===== src/rtl/bcd_countdown_timer.sv =====
// rtl/bcd_countdown_timer.sv - multi-digit BCD countdown timer
// Loads a BCD preset, decrements once per qualified tick, pulses done at zero.
module bcd_countdown_timer #(
   parameter int DIGITS = 2
) (
   input  logic                  clk,
   input  logic                  rst_n,
   input  logic                  load,
   input  logic [4*DIGITS-1:0]   load_val,
   input  logic                  start,
   input  logic                  pause,
   input  logic                  tick_en,
   output logic [4*DIGITS-1:0]   q,
   output logic                  busy,
   output logic                  done,
   output logic                  load_err
);

   typedef enum logic [1:0] {
      S_IDLE   = 2'd0,
      S_RUN    = 2'd1,
      S_PAUSED = 2'd2
   } state_t;

   state_t                r_state;
   state_t                w_state_nxt;
   logic [4*DIGITS-1:0]   r_q;
   logic [4*DIGITS-1:0]   w_q_nxt;
   logic [4*DIGITS-1:0]   w_q_dec;
   logic                  r_busy;
   logic                  r_done;
   logic                  r_err;
   logic                  w_done_nxt;
   logic                  w_err_nxt;
   logic                  w_load_ok;
   logic                  w_q_zero;
   logic                  w_dec_zero;
   logic                  w_borrow;

   // Ripple borrow from the LS digit; a 0 digit becomes 9 and passes the borrow on.
   always_comb begin
      w_q_dec  = r_q;
      w_borrow = 1'b1;
      for (int i = 0; i < DIGITS; i++) begin
         if (w_borrow) begin
            if (r_q[4*i +: 4] == 4'd0) begin
               w_q_dec[4*i +: 4] = 4'd9;
            end else begin
               w_q_dec[4*i +: 4] = r_q[4*i +: 4] - 4'd1;
               w_borrow          = 1'b0;
            end
         end
      end
   end

   always_comb begin
      w_load_ok = 1'b1;
      for (int i = 0; i < DIGITS; i++) begin
         if (load_val[4*i +: 4] > 4'd9) begin
            w_load_ok = 1'b0;
         end
      end
   end

   assign w_q_zero   = (r_q == '0);
   assign w_dec_zero = (w_q_dec == '0);

   always_ff @(posedge clk or negedge rst_n) begin
      if (!rst_n) begin
         r_state <= S_IDLE;
         r_q     <= '0;
         r_busy  <= 1'b0;
         r_done  <= 1'b0;
         r_err   <= 1'b0;
      end else begin
         r_state <= w_state_nxt;
         r_q     <= w_q_nxt;
         r_busy  <= (w_state_nxt != S_IDLE);
         r_done  <= w_done_nxt;
         r_err   <= w_err_nxt;
      end
   end

   // Priority: load > start > pause > tick_en; the highest asserted input owns the cycle.
   always_comb begin
      w_state_nxt = r_state;
      w_q_nxt     = r_q;
      w_done_nxt  = 1'b0;
      w_err_nxt   = 1'b0;
      if (load) begin
         if (w_load_ok) begin
            w_q_nxt     = load_val;
            w_state_nxt = S_IDLE;
         end else begin
            w_err_nxt   = 1'b1;
         end
      end else if (start) begin
         if (r_state != S_RUN) begin
            if (w_q_zero) begin
               w_done_nxt  = 1'b1;
               w_state_nxt = S_IDLE;
            end else begin
               w_state_nxt = S_RUN;
            end
         end
      end else if (pause) begin
         if (r_state == S_RUN) begin
            w_state_nxt = S_PAUSED;
         end
      end else if ((r_state == S_RUN) && tick_en && !w_q_zero) begin
         w_q_nxt = w_q_dec;
         if (w_dec_zero) begin
            w_done_nxt  = 1'b1;
            w_state_nxt = S_IDLE;
         end
      end
   end

   assign q        = r_q;
   assign busy     = r_busy;
   assign done     = r_done;
   assign load_err = r_err;

endmodule


===== config.mk =====
export PLATFORM = sky130hd
export DESIGN_NAME = bcd_countdown_timer
export DESIGN_NICKNAME = d
export VERILOG_FILES = /design/src/rtl/bcd_countdown_timer.sv
export SDC_FILE = /design/constraint.sdc
export NUM_CORES = 1
export LEC_CHECK = 0
export BUFFER_PORTS_ARGS = -buffer_cell sky130_fd_sc_hd__buf_2
export CORE_MARGIN = 2
export CORE_UTILIZATION = 35
export CTS_CLUSTER_DIAMETER = 100
export DETAILED_ROUTE_END_ITERATION = 12
export GPL_TIMING_DRIVEN = 0
export SKIP_LAST_GASP = 1
export SYNTH_ARGS = -nofsm -noshare
export SYNTH_HDL_FRONTEND = slang
export SYNTH_SLANG_ARGS = --single-unit

===== constraint.sdc =====
create_clock -name clk -period 5.2 [get_ports clk]
set_clock_uncertainty 0.05 [all_clocks]
set_input_delay 0.78 -clock clk [delete_from_list [all_inputs] [get_ports clk]]
set_output_delay 0.78 -clock clk [all_outputs]
set_load 0.01 [all_outputs]

==> flow_metrics.env <==
export IMPL_grt_antenna_before_repair=0
export IMPL_gp_routability_congestion=0.800
export IMPL_vdd_ir_drop_worst_v=0.000218
export IMPL_internal_power_consumption_mw=0.252
export IMPL_tightest_slew_ns=0.500
export IMPL_die_h_um=56.5
export IMPL_drt_antenna_violating_nets=0
export IMPL_crit_arrival_ns=2.40
export IMPL_hold_violations=0
export IMPL_crit_slowest_cell="dfrtp_1"
export IMPL_post_synthesis_share_of_cell_area_spent_on_full_adders_half_adders_and_majority_gates_pct=3.89
export IMPL_grt_max_degree=14
export IMPL_timing_critical_path_to_type="flip-flop"
export IMPL_syn_to_final_growth_pct=18.7
export IMPL_cts_hold_fix_buffers=0
export IMPL_post_cts_resized_instances=0
export IMPL_num_vias=866
export IMPL_power_share_switching_pct=40.9
export IMPL_dieArea_mm2=0.00320
export IMPL_clock_fmax_mhz=439
export IMPL_timing_final_crit_share_pct=43.8
export IMPL_antenna_diode_count=0
export IMPL_synth_compound_area_share_pct=25.5
export IMPL_outcome="complete, no violations"
export IMPL_overflow=0
export IMPL_dr_first_iter_drc_count=8
export IMPL_global_route_wire_length_before_repair_um=4000
export IMPL_min_delay_path_class="in -> async"
export IMPL_synth_area_leaders="dfrtp_1, ha_1, mux2i_1"
export IMPL_p_leak_nw=0.527
export IMPL_final_setup_viol_count=0
export IMPL_async_flop_share_pct=100
export IMPL_postSynthAreaPerCell_um2=9.66
export IMPL_ys_seq_elements=13
export IMPL_wire_per_inst_um=14.3
export IMPL_number_of_instances_in_the_synthesized_netlist=100
export IMPL_setup_repair_after_global_routing_missed_its_margin="false"
export IMPL_postCtsSetupBuffers=0
export IMPL_criticalPathCategory="reg -> reg"
export IMPL_cp_cell_sequence="inv_1 -> ha_1 -> or4b_1 -> buf_2 -> o211ai_4 -> nand2_4 -> mux2_4"
export IMPL_post_place_cells=154
export IMPL_cp_required_ns=5.32
export IMPL_port_buffer_count=23
export IMPL_synthFlopType="dfrtp_1"
export IMPL_net_load_switching_power_mw=0.174
export IMPL_finalCriticalPeriod_ns=2.28
export IMPL_slew_violations=0
export IMPL_maxCapViolCount=0
export IMPL_clock_insertion_delay_worst_skew_ns=0.28
export IMPL_drc_violation_count_after_routing=0
export IMPL_finalNetCount=145
export IMPL_cts_root_buf="clkbuf_4"
export IMPL_cts_tree="yes"
export IMPL_drt_pre_antenna_iters=4
export IMPL_synth_top_family_by_area="compound AO/OA/AOI/OAI gates"
export IMPL_synth_xor_xnor_area_share_pct=0.907
export IMPL_yosys_warnings=0
export IMPL_cell_count_final_fillers_out=158
export IMPL_cts_sinks=13
export IMPL_synth_fp_nets=117
export IMPL_cts_htree_levels=1
export IMPL_final_setup_tns_ns=0
export IMPL_first_global_vias=875
export IMPL_cp_max_fo=6
export IMPL_initial_utilization_pct=36.0
export IMPL_post_route_cells_drive_above_1_share_pct=29.1
export IMPL_cts_inserted_buffers=3
export IMPL_clkSlewWorstSetupHoldPaths_ns=0.08
export IMPL_max_clock_path_buffers=2
export IMPL_core_area_mm2=0.00269
export IMPL_track_usage_pct=15.7
export IMPL_comb_power_share_pct=45.0
export IMPL_clock_power_share_pct=15.2
export IMPL_synth_edff_count=0
export IMPL_viasPerCell=5.48
export IMPL_timing_critical_path_from_type="flip-flop"
export IMPL_finalHoldWorstSlack_ns=0.336
export IMPL_routed_wirelength_um=2260
export IMPL_power_sequential_fraction_pct=39.8
export IMPL_sum_of_net_half_perimeters_after_detailed_placement_um=1680
export IMPL_cellPowerDensity_mw_per_mm2=372
export IMPL_yosysUniqueCellTypes=47
export IMPL_boundaryPins=25
export IMPL_placementRows=19
export IMPL_synth_top_area_share_pct=33.7
export IMPL_fillerInstances=261
export IMPL_maxSlewHeadroom_pct=66.3
export IMPL_synthSimpleGateAreaFrac_pct=23.4
export IMPL_netlist_top_cell_by_area="dfrtp_1"
export IMPL_yosysSeqAreaShare_pct=33.7
export IMPL_post_synth_mux_area_share_pct=8.55
export IMPL_timing_critical_path_slowest_cell_delay_ns=0.45
export IMPL_synthesis_area_um2=966
export IMPL_die_width_um=56.5
## power by group through the flow
stage	Clock, mW	Combinational [mW]	Sequential, mW
after floorplan	0	0.126	0.173
after global placement	0	0.190	0.169
after detailed placement	0	0.192	0.171
after CTS	0.0690	0.194	0.170
after global routing	0.0748	0.219	0.177
final	0.0647	0.192	0.170
## final timing paths
kind | startpoint | endpoint | slack, ns | cells past startpoint
max | q[0]$_DFFE_PN0P_ | q[3]$_DFFE_PN0P_ | 2.92 | 7
max in group asynchronous | rst_n | q[7]$_DFFE_PN0P_ | 4.52 | 1
min reg2reg | q[4]$_DFFE_PN0P_ | q[4]$_DFFE_PN0P_ | 0.53 | 2
min | rst_n | done$_DFF_PN0_ | 0.34 | 1
max reg2reg | q[0]$_DFFE_PN0P_ | q[3]$_DFFE_PN0P_ | 2.92 | 7
min in group clk | q[4]$_DFFE_PN0P_ | q[4]$_DFFE_PN0P_ | 0.53 | 2
## through the flow
stage	area [um^2]	setup WS, ns	total power [mW]	utilization, %
floorplan	966	3.08	0.298	-
global placement	1120	2.95	0.359	41.7
detailed placement	1120	2.93	0.362	41.7
CTS	1150	2.92	0.433	42.7
global route	1150	2.71	0.470	42.7
finish	1150	2.92	0.426	42.7
## synth_stat cells (3+ instances only)
cell      instances
clkbuf_1          3
o21ai_0           5
nor2_1            5
ha_1              3
nor3_1            3
nand2b_1          4
nand2_1           4
nor4b_1           3
dfrtp_1          13
a21oi_1           3
mux2i_1           3
inv_1             6
## state kept, by name, indices dropped and copies added, names as in the netlist
name,count
r_state,2
q,8
busy,1
done,1
load_err,1
## cell type report
cell class | count | area [um^2] | area share, %
Multi-Input combinational cell | 77 | 602 | 52.5
Sequential cell | 13 | 325 | 28.4
Timing Repair Buffer | 23 | 115 | 10.0
Tap cell | 31 | 38.8 | 3.38
Clock buffer | 4 | 26.3 | 2.29
Inverter | 6 | 22.5 | 1.97
Buffer | 4 | 16.3 | 1.42
## worst max-delay path, delay by kind of cell, from the launching register on
family          cells  cell delay (ns)
buf+inv             2             0.31
fa+ha+maj           1             0.24
mux                 1             0.31
simple gates        2             0.56
compound gates      1             0.26
flops               1             0.45
## routing by layer
layer / GRT usage (%) / up-vias / routed length, um
li1: - / 436 / -
met2: 22.9 / 18 / 1030
met1: 22.6 / 410 / 1100
met5: 0 / - / 0
met4: 6.12 / 0 / 13
met3: 3.23 / 2 / 104
## cells by family after synthesis
family          after synthesis
flops                        13
compound gates               31
mux                           7
xor+xnor                      1
buf+inv                      10
simple gates                 35
fa+ha+maj                     3
## cell usage in the layout (no fill, tap or decap), drive strengths merged, types with 2 or more instances in the layout
master / instances
a21oi: 3
a22o: 2
a22oi: 2
and2: 2
buf: 24
clkbuf: 7
dfrtp: 13
ha: 3
inv: 6
mux2: 4
mux2i: 3
nand2: 5
nand2b: 4
nor2: 5
nor3: 3
nor3b: 2
nor4b: 3
o2111ai: 2
o211ai: 2
o21ai: 6
o2bb2ai: 2
or3: 2
or4b: 2
Note: power is estimated with default switching activity, not from simulation.
